===== src/rtl/cu_pkg.sv =====
// Shared types and constants for the multicycle control-unit sequencer.
package cu_pkg;

  typedef enum logic [6:0] {
    LUI    = 7'b0110111,
    AUIPC  = 7'b0010111,
    JAL    = 7'b1101111,
    JALR   = 7'b1100111,
    BRANCH = 7'b1100011,
    LW     = 7'b0000011,
    SW     = 7'b0100011,
    OP_IMM = 7'b0010011,
    OP_RG3 = 7'b0110011,
    CSR    = 7'b1110011
  } opcode_t;

  typedef enum logic [1:0] {
    ST_FETCH = 2'd0,
    ST_EXEC  = 2'd1,
    ST_WB    = 2'd2,
    ST_INTR  = 2'd3
  } cu_state_t;

  localparam logic [2:0] F3_MRET  = 3'b000;
  localparam logic [2:0] F3_CSRRW = 3'b001;

  function automatic int id_width(input int n);
    return (n > 1) ? $clog2(n) : 1;
  endfunction

endpackage


===== src/rtl/cu_fsm_irq_arb.sv =====
// Edge-triggered interrupt capture with lowest-index-first arbitration.
module irq_arb
  import cu_pkg::*;
#(
  parameter int  NUM_IRQ  = 4,
  localparam int IRQ_ID_W = id_width(NUM_IRQ)
) (
  input  logic                clk,
  input  logic                rst_n,
  input  logic [NUM_IRQ-1:0]  irq_in,
  input  logic                ack_en,
  output logic                any_pend,
  output logic [IRQ_ID_W-1:0] sel,
  output logic [NUM_IRQ-1:0]  onehot
);

  logic [NUM_IRQ-1:0] r_irq_q;
  logic [NUM_IRQ-1:0] r_pend;
  logic [NUM_IRQ-1:0] w_edge;
  logic [NUM_IRQ-1:0] w_ack;

  assign w_edge = irq_in & ~r_irq_q;
  assign w_ack  = ack_en ? onehot : '0;

  // A fresh edge on the channel being acknowledged keeps it pending.
  always_ff @(posedge clk or negedge rst_n) begin
    if (!rst_n) begin
      r_irq_q <= '0;
      r_pend  <= '0;
    end else begin
      r_irq_q <= irq_in;
      r_pend  <= (r_pend & ~w_ack) | w_edge;
    end
  end

  assign any_pend = |r_pend;
  assign onehot   = r_pend & (~r_pend + NUM_IRQ'(1));

  always_comb begin
    sel = '0;
    for (int i = NUM_IRQ - 1; i >= 0; i--) begin
      if (r_pend[i]) sel = IRQ_ID_W'(i);
    end
  end

endmodule


===== src/rtl/cu_fsm_irq.sv =====
// Multicycle fetch/execute/writeback sequencer with interrupt trap entry.
// Optional build macro CU_ILLEGAL_TRAP_EN: unknown opcodes trap and drive illegal_instr.
module cu_fsm_irq
  import cu_pkg::*;
#(
  parameter int  NUM_IRQ  = 4,
  localparam int IRQ_ID_W = id_width(NUM_IRQ)
) (
  input  logic                clk,
  input  logic                rst_n,
  input  logic [6:0]          opcode,
  input  logic [2:0]          func3,
  input  logic                mem_ready1,
  input  logic                mem_ready2,
  input  logic                mie,
  input  logic [NUM_IRQ-1:0]  irq_in,
  output logic                pc_write,
  output logic                reg_write,
  output logic                mem_rden1,
  output logic                mem_rden2,
  output logic                mem_we2,
  output logic                csr_we,
  output logic                mret_exec,
  output logic                int_taken,
  output logic [NUM_IRQ-1:0]  irq_ack,
  output logic [IRQ_ID_W-1:0] irq_id
`ifdef CU_ILLEGAL_TRAP_EN
  ,
  output logic                illegal_instr
`endif
);

  cu_state_t           r_state;
  cu_state_t           w_state_next;
  logic                w_any_pend;
  logic [IRQ_ID_W-1:0] w_sel;
  logic [NUM_IRQ-1:0]  w_onehot;
  logic                w_known;
  logic                w_is_mret;
  logic                w_done;
  logic                w_irq_go;
  logic                w_illegal;
  logic                w_trap_illegal;
  logic                w_ack_en;

  assign w_known   = opcode inside {LUI, AUIPC, JAL, JALR, BRANCH, LW, SW, OP_IMM, OP_RG3, CSR};
  assign w_is_mret = (r_state == ST_EXEC) && (opcode == CSR) && (func3 == F3_MRET);
  assign w_done    = (r_state == ST_EXEC && opcode != SW) ? 1'b1 : mem_ready2;
  // MRET always returns to fetch so mie can be restored before the next trap.
  assign w_irq_go  = mie && w_any_pend && !w_is_mret;
  assign w_ack_en  = (r_state == ST_INTR) && !w_trap_illegal;

`ifdef CU_ILLEGAL_TRAP_EN
  logic r_illegal_trap;
  assign w_illegal      = (r_state == ST_EXEC) && !w_known;
  assign w_trap_illegal = r_illegal_trap;

  always_ff @(posedge clk or negedge rst_n) begin
    if (!rst_n) r_illegal_trap <= 1'b0;
    else        r_illegal_trap <= w_illegal;
  end
`else
  assign w_illegal      = 1'b0;
  assign w_trap_illegal = 1'b0;
`endif

  irq_arb #(.NUM_IRQ(NUM_IRQ)) u_arb (
    .clk     (clk),
    .rst_n   (rst_n),
    .irq_in  (irq_in),
    .ack_en  (w_ack_en),
    .any_pend(w_any_pend),
    .sel     (w_sel),
    .onehot  (w_onehot)
  );

  always_ff @(posedge clk or negedge rst_n) begin
    if (!rst_n) r_state <= ST_FETCH;
    else        r_state <= w_state_next;
  end

  always_comb begin
    w_state_next = r_state;
    unique case (r_state)
      ST_FETCH: if (mem_ready1) w_state_next = ST_EXEC;
      ST_EXEC: begin
        if (w_illegal)           w_state_next = ST_INTR;
        else if (opcode == LW)   w_state_next = ST_WB;
        else if (w_done)         w_state_next = w_irq_go ? ST_INTR : ST_FETCH;
      end
      ST_WB:   if (w_done) w_state_next = w_irq_go ? ST_INTR : ST_FETCH;
      ST_INTR: w_state_next = ST_FETCH;
    endcase
  end

  always_comb begin
    pc_write  = 1'b0;
    reg_write = 1'b0;
    mem_rden1 = 1'b0;
    mem_rden2 = 1'b0;
    mem_we2   = 1'b0;
    csr_we    = 1'b0;
    mret_exec = 1'b0;
    int_taken = 1'b0;
    irq_ack   = '0;
    irq_id    = '0;
`ifdef CU_ILLEGAL_TRAP_EN
    illegal_instr = 1'b0;
`endif
    if (rst_n) begin
      unique case (r_state)
        ST_FETCH: mem_rden1 = 1'b1;
        ST_EXEC: begin
          case (opcode)
            LW: mem_rden2 = 1'b1;
            SW: begin
              mem_we2  = 1'b1;
              pc_write = mem_ready2;
            end
            LUI, AUIPC, JAL, JALR, OP_IMM, OP_RG3: begin
              pc_write  = 1'b1;
              reg_write = 1'b1;
            end
            BRANCH: pc_write = 1'b1;
            CSR: begin
              pc_write = 1'b1;
              if (func3 == F3_MRET) begin
                mret_exec = 1'b1;
              end else if (func3 == F3_CSRRW) begin
                csr_we    = 1'b1;
                reg_write = 1'b1;
              end
            end
            default: begin
`ifdef CU_ILLEGAL_TRAP_EN
              illegal_instr = 1'b1;
`else
              pc_write = 1'b1;
`endif
            end
          endcase
        end
        ST_WB: begin
          mem_rden2 = 1'b1;
          if (mem_ready2) begin
            reg_write = 1'b1;
            pc_write  = 1'b1;
          end
        end
        ST_INTR: begin
          int_taken = 1'b1;
          pc_write  = 1'b1;
          if (!w_trap_illegal) begin
            irq_ack = w_onehot;
            irq_id  = w_sel;
          end
        end
      endcase
    end
  end

endmodule


===== config.mk =====
export PLATFORM = sky130hd
export DESIGN_NAME = cu_fsm_irq
export DESIGN_NICKNAME = d
export VERILOG_FILES = /design/src/rtl/cu_pkg.sv /design/src/rtl/cu_fsm_irq_arb.sv /design/src/rtl/cu_fsm_irq.sv
export SDC_FILE = /design/constraint.sdc
export NUM_CORES = 1
export LEC_CHECK = 0
export BUFFER_PORTS_ARGS = -buffer_cell sky130_fd_sc_hd__buf_2
export CORE_MARGIN = 5
export CORE_UTILIZATION = 46
export DETAILED_ROUTE_END_ITERATION = 12
export GPL_TIMING_DRIVEN = 0
export PLACE_DENSITY = 0.77
export SYNTH_ARGS = -nofsm -noshare
export SYNTH_HDL_FRONTEND = slang
export SYNTH_SLANG_ARGS = --single-unit

===== constraint.sdc =====
create_clock -name clk -period 1.7 [get_ports clk]
set_input_delay 0.34 -clock clk [delete_from_list [all_inputs] [get_ports clk]]
set_output_delay 0.34 -clock clk [all_outputs]
set_load 0.05 [all_outputs]

Yosys cells after proc, flatten, opt, wreduce, memory -nomap -nowiden
Index checks and enable logic that the tools add are counted.
- bits of input ports: 19
- output and inout port bits: 14
- flip-flop bits (word level): 10
- reduce and logical (&&, ||, !) cells: 10
- muxes and demuxes: 40
- equal/unequal tests: 15
- $add $sub $neg: 1
- bitwise logic cells: 7
- operators by type and width (kind ; count):
    1-bit 2-to-1 mux ; 22
    7-bit by 6-bit equality test with 1-bit output, second input constant ; 3
    7-bit equality test, second input constant ; 3
    2-bit 2-to-1 mux ; 10
    7-bit by 5-bit equality test with 1-bit output, second input constant ; 2
    4-bit bitwise AND ; 3
    4-bit NOT ; 3
    4-bit 2-to-1 mux ; 2
    1-bit case mux with 2 select lines ; 4
    2-bit case mux with 4 select lines ; 1
    7-bit by 2-bit equality test with 1-bit output, second input constant ; 1
    7-bit by 6-bit != test with 1-bit output, second input constant ; 1
    6-bit OR reduction ; 1
    1-bit logical AND ; 5
    4-bit by 1-bit adder with 4-bit output, second input constant ; 1
    2-bit equality test, second input constant ; 2
    4-bit bitwise OR ; 1
    4-bit OR reduction ; 1
    3-bit by 1-bit equality test with 1-bit output, second input constant ; 1
    3-bit zero test ; 1
    1-bit case mux with 3 select lines ; 1
    2-bit by 1-bit equality test with 1-bit output, second input constant ; 1
    2-bit zero test ; 1
    2-bit != test, second input constant ; 1
    1-bit zero test ; 1

Depth between registers and ports, before layout
Gate-level depths: netlist of the first run.
- word-level depth: 9
- mapped depth: 7

By module
A second synthesis of the first run with hierarchy kept.
- cell total of the unflattened synthesis: 101
- area, all modules: 855.8 sq um
- modules (own cells, without submodules) (module ; cells an instance ; times used ; area an instance (sq um)):
    cu_fsm_irq ; 69 ; 1 ; 513.0
    irq_arb ; 32 ; 1 ; 342.8

Least setup slack after synthesis of the first run
OpenSTA, ideal clock, no wires.
- kind: reg2out
- from: reg r_state[1]
- to: out pc_write
- data arrival time: 2196 ps
- slack: -836 ps
- cell stages (with the launch flop): 8
- path buffers: 1
- required time: 1360 ps
- cell sequence: dfrtp_1 > inv_1 > ha_1 > buf_2 > nand2_1 > nand2_1 > a221oi_2 > nor3b_1
- word-level cells in the longest chain between the ends: 3
- elaborated cells on any way between the ends: 5
- classes of those cells: 3 x eq/ne; 2 x mux
- RTL lines (item ; RTL line ; source):
    start: declaration ; cu_fsm_irq.sv:33 ; cu_state_t r_state;
    start signal: assignment ; cu_fsm_irq.sv:79 ; else r_state <= w_state_next;
    2-bit equality test or 2-bit by 1-bit equality test with 1-bit output (tied branches) ; cu_fsm_irq.sv:111 ; unique case (r_state)
    1-bit case mux with 3 select lines (*) ; cu_fsm_irq.sv:111 ;
    1-bit 2-to-1 mux (*) ; cu_fsm_irq.sv:110 ; if (rst_n) begin
    end: declaration ; cu_fsm_irq.sv:17 ; output logic pc_write,
Every way passes the cells marked *; elsewhere a longest branch is shown, timed or not.

Final worst setup path of the first run
Same ends and word-level chain as after synthesis.

==> impl_metrics.yaml, run 1 <==
power_and_ir_drop:
  p_comb_share_pct: 62.2
  p_sw_share_pct: 43.6
  clkPwrFrac_pct: 14.9
  p_per_area_nw_per_um2: 996
  p_leak_nw: 0.640
  cell_internal_pwr_mw: 0.837
  peakVddDrop_uv: 828
  switching_power_mw: 0.647
  finalPower_mw: 1.48
  sequentialPowerShare_pct: 23.0
sta:
  hold_violations: 0
  fin_tns_setup_ns: -2.65
  finalCritPeriodShare_pct: 119
  timing.fmax_ghz: 0.495
  tightest_slew_ns: 0.532
  rsz0062_at_grt: "true"
  whs_ns: 0.0373
  skew_ns: 0.00635
  maxSlewViolCount: 0
  setup_ws_ns: -0.320
  relSlewSlack_pct: 64.5
  period_needed_ns: 2.02
  setup_viol: 14
clock_network:
  clock_sinks: 10
  cts-root-buf: "clkbuf_4"
  clock_latency_ns: 0.28
  clk_pin_slew_worst_paths_ns: 0.07
  clock_path_buffers: 2
  cts_tree: "yes"
  cts_max_level: 1
  cts_buffers: 3
  postCtsHoldBufs: 0
logic_synthesis:
  synth_top_area_share_pct: 31.8
  synth_top_area_cell: "dfrtp_1"
  synth.most_common_cell: "inv_1"
  synthTopCellsByCount: "11 x inv_1, 10 x dfrtp_1, 10 x nand2_1, 8 x nor2_1, 5 x ha_1"
  yosysSeqAreaShare_pct: 31.8
  async_reset_ff_share_pct: 100
  ys_ff_latch: 10
  synthCells: 92
  synth_edf_count: 0
  synth.avg_cell_area_um2: 8.54
  syn_nets: 116
  ys_types: 39
  ys_warn_count: 0
  synthFlopType: "dfrtp_1"
  netlist_area_um2: 786
  synth.area.top_cells: "dfrtp_1 32%, ha_1 8.0%, inv_1 5.3%, nand2_1 4.8%, nor2_1 3.8%"
floorplan:
  die_y_um: 51.3
  ios: 33
  dieArea_um2: 2630
  core-area_um2: 1670
  placementRows: 15
  start_util_pct: 47.0
  die_w_um: 51.3
flow_run:
  maxCapViolations: 0
drt:
  drc: 0
  vias_per_cell: 5.80
  first_pass_iters: 4
  drt_iter0_markers: 16
  drtAntennaViolNets: 0
  drt_wl_total_um: 2770
  avgRoutedWirePerCell_um: 17.4
  via_count: 922
cells_and_area:
  diodes: 0
  area_delta_synth_final_pct: 89.6
  drive_gt1_share_pct: 65.5
  finalNonFillerCells: 159
  layout.nets: 167
  nFillCells: 72
worst_setup_path:
  path_delay_family: "flip-flops"
  cp_slowest_cell: "dfrtp_2"
  crit_arrival_ns: 1.68
  crit_path_end_kind: "output pin"
  worstPathCellList: "inv_4 -> ha_4 -> buf_6 -> nand2_2 -> nand2_2 -> a221oi_2 -> nor3b_2 -> buf_6"
  cp-start-kind: "flop"
  max_stage_delay_ns: 0.44
  crit_fanout: 7
  crit_type: "reg2out"
  path_buf_inv: 3
  cp.required_ns: 1.36
worst_hold_path:
  worst_hold_path_type: "in2async"
placed_design:
  hpwl_um: 1610
  placed_cells: 141
  finalWeightedCongestion: 0.778
  numPortBuffers: 32
status:
  violations: "negative setup slack"
  status: "finished, violations left"
global_routing:
  track_usage_pct: 22.0
  grt_pass1_wl_um: 4380
  grt_pass1_vias: 1020
  overflow: 0
  antenna_found_initial: 0
  grt_max_degree: 18
metrics by stage:
step	setup WS (ns)	util [%]	instance area (µm²)
final	-0.320	89.2	1490
after global routing	-0.422	89.2	1490
after CTS	-0.285	80.7	1350
after detailed placement	-0.297	63.0	1050
after global placement	-0.289	63.0	1050
after floorplan	-0.279	-	871
cells in the final DEF, fill, tap and decap left out, types with 2 or more instances in the layout:
master,n
nor3_4,2
dfrtp_1,8
a21oi_1,3
clkbuf_4,3
nand4b_1,2
o21bai_1,2
dfrtp_2,2
ha_4,4
buf_2,17
nand2_1,3
o22ai_1,2
inv_2,2
or2_1,2
nand2_4,2
buf_4,12
buf_8,5
buf_6,13
nor2_4,7
nand2_2,4
nor2b_1,2
nand2b_1,2
inv_1,6
inv_4,2
power groups by stage:
stage | sequential, mW | clock [mW] | combinational, mW
5_1_grt | 0.348 | 0.238 | 0.986
2_1_floorplan | 0.308 | 0 | 0.427
3_3_place_gp | 0.314 | 0 | 0.538
4_1_cts | 0.333 | 0.225 | 0.737
6_report | 0.341 | 0.221 | 0.923
3_5_place_dp | 0.315 | 0 | 0.554
routing by layer:
metal / track usage (%) / part of all wire [%]
met2: 39.1 / 48
met4: 12.2 / 3.8
met1: 23.5 / 41
met5: 0 / 0
met3: 5.54 / 7.2
worst paths after layout:
check | start | end | slack [ns] | cells after the start
max in group asynchronous | rst_n | r_state[0] | 1.28 | 1
worst min-delay path | rst_n | u_arb.r_pend[1] | 0.04 | 1
worst max register to register | r_state[1] | r_state[0] | -0.02 | 7
worst min register to register | u_arb.r_irq_q[0] | u_arb.r_pend[0] | 0.42 | 1
worst max-delay path | r_state[1] | pc_write | -0.32 | 8
min in group clk | irq_in[3] | u_arb.r_irq_q[3] | 0.18 | 1
kinds of logic after synthesis:
logic type	synth area share, %
AOI/OAI and AO/OA	19.7
buffers and inverters	5.89
adders and majority gates	7.96
DFF	31.8
muxes	1.27
and+or+nand+nor	33.3
worst register-to-register path: cells and delay by family (launching register included):
| kind | cells | cell delay (ns) |
|---|---|---|
| AO/OA/AOI/OAI | 3 | 0.67 |
| flip-flops | 1 | 0.46 |
| buffers and inverters | 3 | 0.34 |
| adder cells (fa/ha/maj) | 1 | 0.14 |
state kept, by name, indices dropped and copies added, names as in the netlist:
register,cells
u_arb.r_pend,4
r_state,2
u_arb.r_irq_q,4
layout make-up:
cell class	count	area [µm²]	area share (%)
plain buffers	1	11.3	0.756
clock buffers	4	36.3	2.43
inverters	11	50.0	3.36
multi-input cells	70	733	49.2
flip-flops and latches	10	253	17.0
well taps	17	21.3	1.43
repair buffers	46	385	25.9
what timing repair did:
| action | 4_1_cts | 5_1_grt |
|---|---|---|
| cloned | 0 | 0 |
| pin swaps | 8 | 11 |
| endpoints found under the hold margin | 0 | 0 |
| setup buffers | 11 | 5 |
| gates resized for setup | 48 | 30 |
| endpoints found under the setup margin | 13 | 17 |
Power figures use the tool's default switching activity.
==> run 2, diff against run 1 <==
==> constraint.sdc (replaced) <==
create_clock -name clk -period 1.7 [get_ports clk]
set_input_delay 0.255 -clock clk [delete_from_list [all_inputs] [get_ports clk]]
set_output_delay 0.255 -clock clk [all_outputs]
set_load 0.05 [all_outputs]
==> impl_metrics.yaml, run 2 (synthesis results as in run 1) <==
status:
  status: "finished, violations left"
  violations: "negative setup slack"
floorplan:
  core-area_um2: 1670
  placementRows: 15
  die_y_um: 51.3
  start_util_pct: 47.0
  dieArea_um2: 2630
  ios: 33
  die_w_um: 51.3
clock_network:
  clock_sinks: 10
  cts_tree: "yes"
  clock_latency_ns: 0.28
  clock_path_buffers: 2
  cts_max_level: 1
  clk_pin_slew_worst_paths_ns: 0.07
  cts-root-buf: "clkbuf_4"
  cts_buffers: 3
cells_and_area:
  seq_area_um2: 253
  multi_input_area_um2: 673
  layout_commonest_cell: "buf_2"
  layout.nets: 164
  top_regs: "u_arb.r_irq_q (4), u_arb.r_pend (4), r_state (2)"
  design_area_um2: 1370
  drive_gt1_share_pct: 61.2
  area_delta_synth_final_pct: 74.4
  layout_common_cells: "20 x buf_2, 14 x buf_6, 8 x buf_4, 8 x dfrtp_1, 6 x inv_1"
  fin_util_pct: 82.0
  diodes: 0
  nFillCells: 103
worst_setup_path:
  crit_type: "reg2out"
  reg2reg_to: "r_state[1]"
  path_buf_inv: 3
  endpoint: "pc_write"
  critPathLaunch: "r_state[1]"
  path_depth: 7
  cp_slowest_cell: "dfrtp_2"
  max_stage_delay_ns: 0.43
  path_delay_family: "flip-flops"
  crit_path_end_kind: "output pin"
  reg2reg_from: "r_state[0]"
  rrSetupSlack_ns: 0.03
  crit_arrival_ns: 1.66
  crit_fanout: 6
  cp.required_ns: 1.44
  worstPathCellList: "buf_4 -> ha_4 -> inv_2 -> nand2_2 -> a221oi_2 -> nor3b_2 -> buf_6"
  r2r_cells: 6
  cp-start-kind: "flop"
sta:
  period_needed_ns: 1.92
  finalCritPeriodShare_pct: 113
  tightest_slew_ns: 0.496
  timing.fmax_ghz: 0.522
  whs_ns: 0.0935
  setup_viol: 11
  skew_ns: 0.00629
  maxSlewViolCount: 0
  relSlewSlack_pct: 66.8
  setup_ws_ns: -0.215
  fin_tns_setup_ns: -1.12
  hold_violations: 0
  rsz0062_at_grt: "true"
drt:
  vias_per_cell: 6.27
  via_count: 978
  drt_iter0_markers: 58
  drtAntennaViolNets: 0
  drt_wl_total_um: 3200
  avgRoutedWirePerCell_um: 20.5
  drc: 0
  first_pass_iters: 4
power_and_ir_drop:
  p_per_area_nw_per_um2: 1030
  peakVddDrop_uv: 829
  p_leak_nw: 0.617
worst_hold_path:
  worst_hold_path_type: "in2reg"
global_routing:
  overflow: 0
  grt_max_degree: 11
  grt_pass1_vias: 939
  grt_pass1_wl_um: 4340
  antenna_found_initial: 0
  track_usage_pct: 22.3
placed_design:
  finalWeightedCongestion: 0.873
  post_dp_cell_area_um2: 1030
  pre_cts_ws_ns: -0.139
  hpwl_um: 1520
  numPortBuffers: 32
flow_run:
  maxCapViolations: 0
==> run 2: cell count changes in the layout (fill, tap and decap cells not counted), sizes merged <==
cell | previous run | this run
buf | 47 | 43
clkinvlp | 1 | 0
dlygate4sd3 | 0 | 1
inv | 10 | 11
==> run 2: per-layer routing <==
metal	vias to the layer above	wire (µm)	global-route usage, %
met5	-	0	0
met4	0	167	9.17
met3	26	355	6.71
met2	80	1610	40.6
met1	449	1070	23.7
li1	423	-	-
==> run 2: what timing repair did <==
item / in CTS / in global routing
resized for setup: 47 / 17
endpoints found under the hold margin: 10 / 0
hold buffers: 1 / 0
pin swaps: 8 / 8
setup endpoints to repair: 12 / 14
buffers inserted: 6 / 4
==> run 2: through the flow <==
stage | std cells | total power [mW]
after detailed placement | 141 | 0.834
after global routing | 156 | 1.49
after CTS | 152 | 1.24
final | 156 | 1.41
after floorplan | 92 | 0.709
after global placement | 141 | 0.825
==> run 2: layout make-up <==
cell class                 count  share of cell area, %
timing repair buffer          43                   24.2
multi-input combinational     70                   49.1
buffer                         1                  0.822
clock buffer                   4                   2.65
sequential                    10                   18.4
inverter                      11                   3.20
tap                           17                   1.55
==> run 2: how the worst min path moves through the flow <==
stage	start	to	slack (ns)	cells after the start
3_3_place_gp	rst_n	u_arb.r_pend[2]	0.16	1
2_1_floorplan	rst_n	r_state[0]	-0.04	0
5_1_grt	irq_in[0]	u_arb.r_irq_q[0]	0.09	1
3_5_place_dp	rst_n	u_arb.r_irq_q[2]	0.17	1
6_report	irq_in[0]	u_arb.r_irq_q[0]	0.09	1
4_1_cts	irq_in[0]	u_arb.r_irq_q[0]	0.1	1
==> run 2: report_power, final <==
part           internal [mW]  switching (mW)  leakage [nW]
logic                  0.375           0.478         0.491
clock network          0.130          0.0880        0.0210
registers              0.275          0.0632         0.105
total                  0.781           0.629         0.617
==> run 3, diff against run 2 <==
Clock period 1.7 ns to 2.2 ns, I/O delays scaled along.
==> impl_metrics.yaml, run 3 (synthesis results as in run 1) <==
worst_setup_path:
  crit_path_end_kind: "output pin"
  path_delay_family: "buffers and inverters"
  reg2reg_from: "r_state[1]"
  path_buf_inv: 3
  path_depth: 8
  worstPathCellList: "inv_2 -> ha_2 -> clkbuf_4 -> nand2_1 -> nand2_1 -> a221oi_2 -> nor3b_2 -> buf_6"
  r2r_cells: 6
  cp-start-kind: "flop"
  max_stage_delay_ns: 0.42
  crit_arrival_ns: 1.72
  cp.required_ns: 1.87
  cp_slowest_cell: "dfrtp_1"
  cpMostUsedCell: "nand2_1"
  crit_type: "reg2out"
  crit_fanout: 10
  critPathLaunch: "r_state[1]"
global_routing:
  grt.met3_usage_pct: 3.50
  track_usage_pct: 15.6
  overflow: 0
  grt_use_met1_pct: 17.0
  grt_pass1_wl_um: 3130
  grt_pass1_vias: 759
  grt-busiest-layer: "met2"
  antenna_found_initial: 0
  grt_max_degree: 18
  use_met2_pct: 30.0
sta:
  tightest_slew_ns: 0.342
  setup_viol: 0
  period_needed_ns: 2.05
  finalCritPeriodShare_pct: 93.2
  skew_ns: 0.00506
  timing.fmax_ghz: 0.488
  fin_tns_setup_ns: 0
  hold_violations: 0
  relSlewSlack_pct: 76.9
  maxSlewViolCount: 0
  rsz0062_at_grt: "false"
  setup_ws_ns: 0.150
power_and_ir_drop:
  p_leak_nw: 0.525
  p_per_area_nw_per_um2: 769
  peakVddDrop_uv: 390
clock_network:
  cts-root-buf: "clkbuf_4"
  clock_path_buffers: 2
  cts_max_level: 1
  postCtsSetupRepairBufs: 0
  clock_latency_ns: 0.26
  cts_buffers: 3
  clk_pin_slew_worst_paths_ns: 0.07
  clock_sinks: 10
  cts_tree: "yes"
floorplan:
  ios: 33
  dieArea_um2: 2630
  die_w_um: 51.3
  placementRows: 15
  die_y_um: 51.3
  core-area_um2: 1670
  start_util_pct: 47.0
placed_design:
  pre_cts_ws_ns: 0.251
  hpwl_um: 1520
  numPortBuffers: 32
  finalWeightedCongestion: 0.785
cells_and_area:
  layout.nets: 154
  area_delta_synth_final_pct: 33.3
  diodes: 0
  drive_gt1_share_pct: 37.2
  layout_common_cells: "29 x buf_2, 10 x inv_1, 10 x nand2_1, 10 x dfrtp_1, 8 x nor2_1"
  layout_commonest_cell: "buf_2"
  top_regs: "u_arb.r_irq_q (4), u_arb.r_pend (4), r_state (2)"
drt:
  avgRoutedWirePerCell_um: 12.5
  vias_per_cell: 5.47
  drtAntennaViolNets: 0
  drc: 0
  drt_wl_total_um: 1820
  first_pass_iters: 4
  drt_iter0_markers: 12
  via_count: 798
worst_hold_path:
  worst_hold_path_type: "in2reg"
  whs_path_depth: 1
  hold_start: "irq_in[3]"
flow_run:
  maxCapViolations: 0
status:
  status: "finished clean"
## run 3: worst register-to-register path, stage by stage (launching register included)
cell,delay [ns]
dfrtp_1,0.42
inv_2,0.10
ha_2,0.19
clkbuf_4,0.19
a21boi_1,0.21
o21bai_1,0.10
o311ai_1,0.27
## run 3: where the power goes
part	internal [mW]	switching (mW)
clock	0.100	0.0629
combinational	0.161	0.245
sequential	0.210	0.0262
total	0.472	0.334
## run 3: path summary, 6_finish.rpt
check | to | slack [ns]
max | pc_write | 0.15
min | u_arb.r_irq_q[3] | 0.19
max reg2reg | r_state[0] | 0.60
min reg2reg | u_arb.r_pend[0] | 0.41
max in group asynchronous | r_state[0] | 1.54
min in group asynchronous | u_arb.r_pend[3] | 0.48
## run 3: routing by layer
| metal | vias up | part of all wire, % |
|---|---|---|
| met5 | - | 0 |
| met4 | 0 | 0.99 |
| met3 | 2 | 5.8 |
| met2 | 21 | 51 |
| met1 | 371 | 42 |
| li1 | 404 | - |
## run 3: what timing repair did
action                                  CTS  global route
hold endpoints to repair                 10             0
gates resized for setup                   1             7
endpoints found under the setup margin    1             8
pin swaps                                 0             0
hold buffers                              1             0
## run 3: final cells by class
cell class              count  area (µm²)
plain buffers               1        7.51
clock buffers               4        36.3
fillers                   158         623
inverters                  11        41.3
multi-input cells          70         509
flip-flops and latches     10         250
well taps                  17        21.3
repair buffers             33         181
## run 3: stage by stage
stage | instance area, µm² | total power [mW] | hold WS [ns] | cells | util [%]
after floorplan | 801 | 0.530 | 0.0344 | 92 | -
after global placement | 982 | 0.616 | 0.242 | 141 | 58.8
after detailed placement | 982 | 0.626 | 0.248 | 141 | 58.8
after CTS | 1030 | 0.803 | 0.178 | 146 | 61.7
after global routing | 1050 | 0.875 | 0.173 | 146 | 62.7
final | 1050 | 0.805 | 0.186 | 146 | 62.7
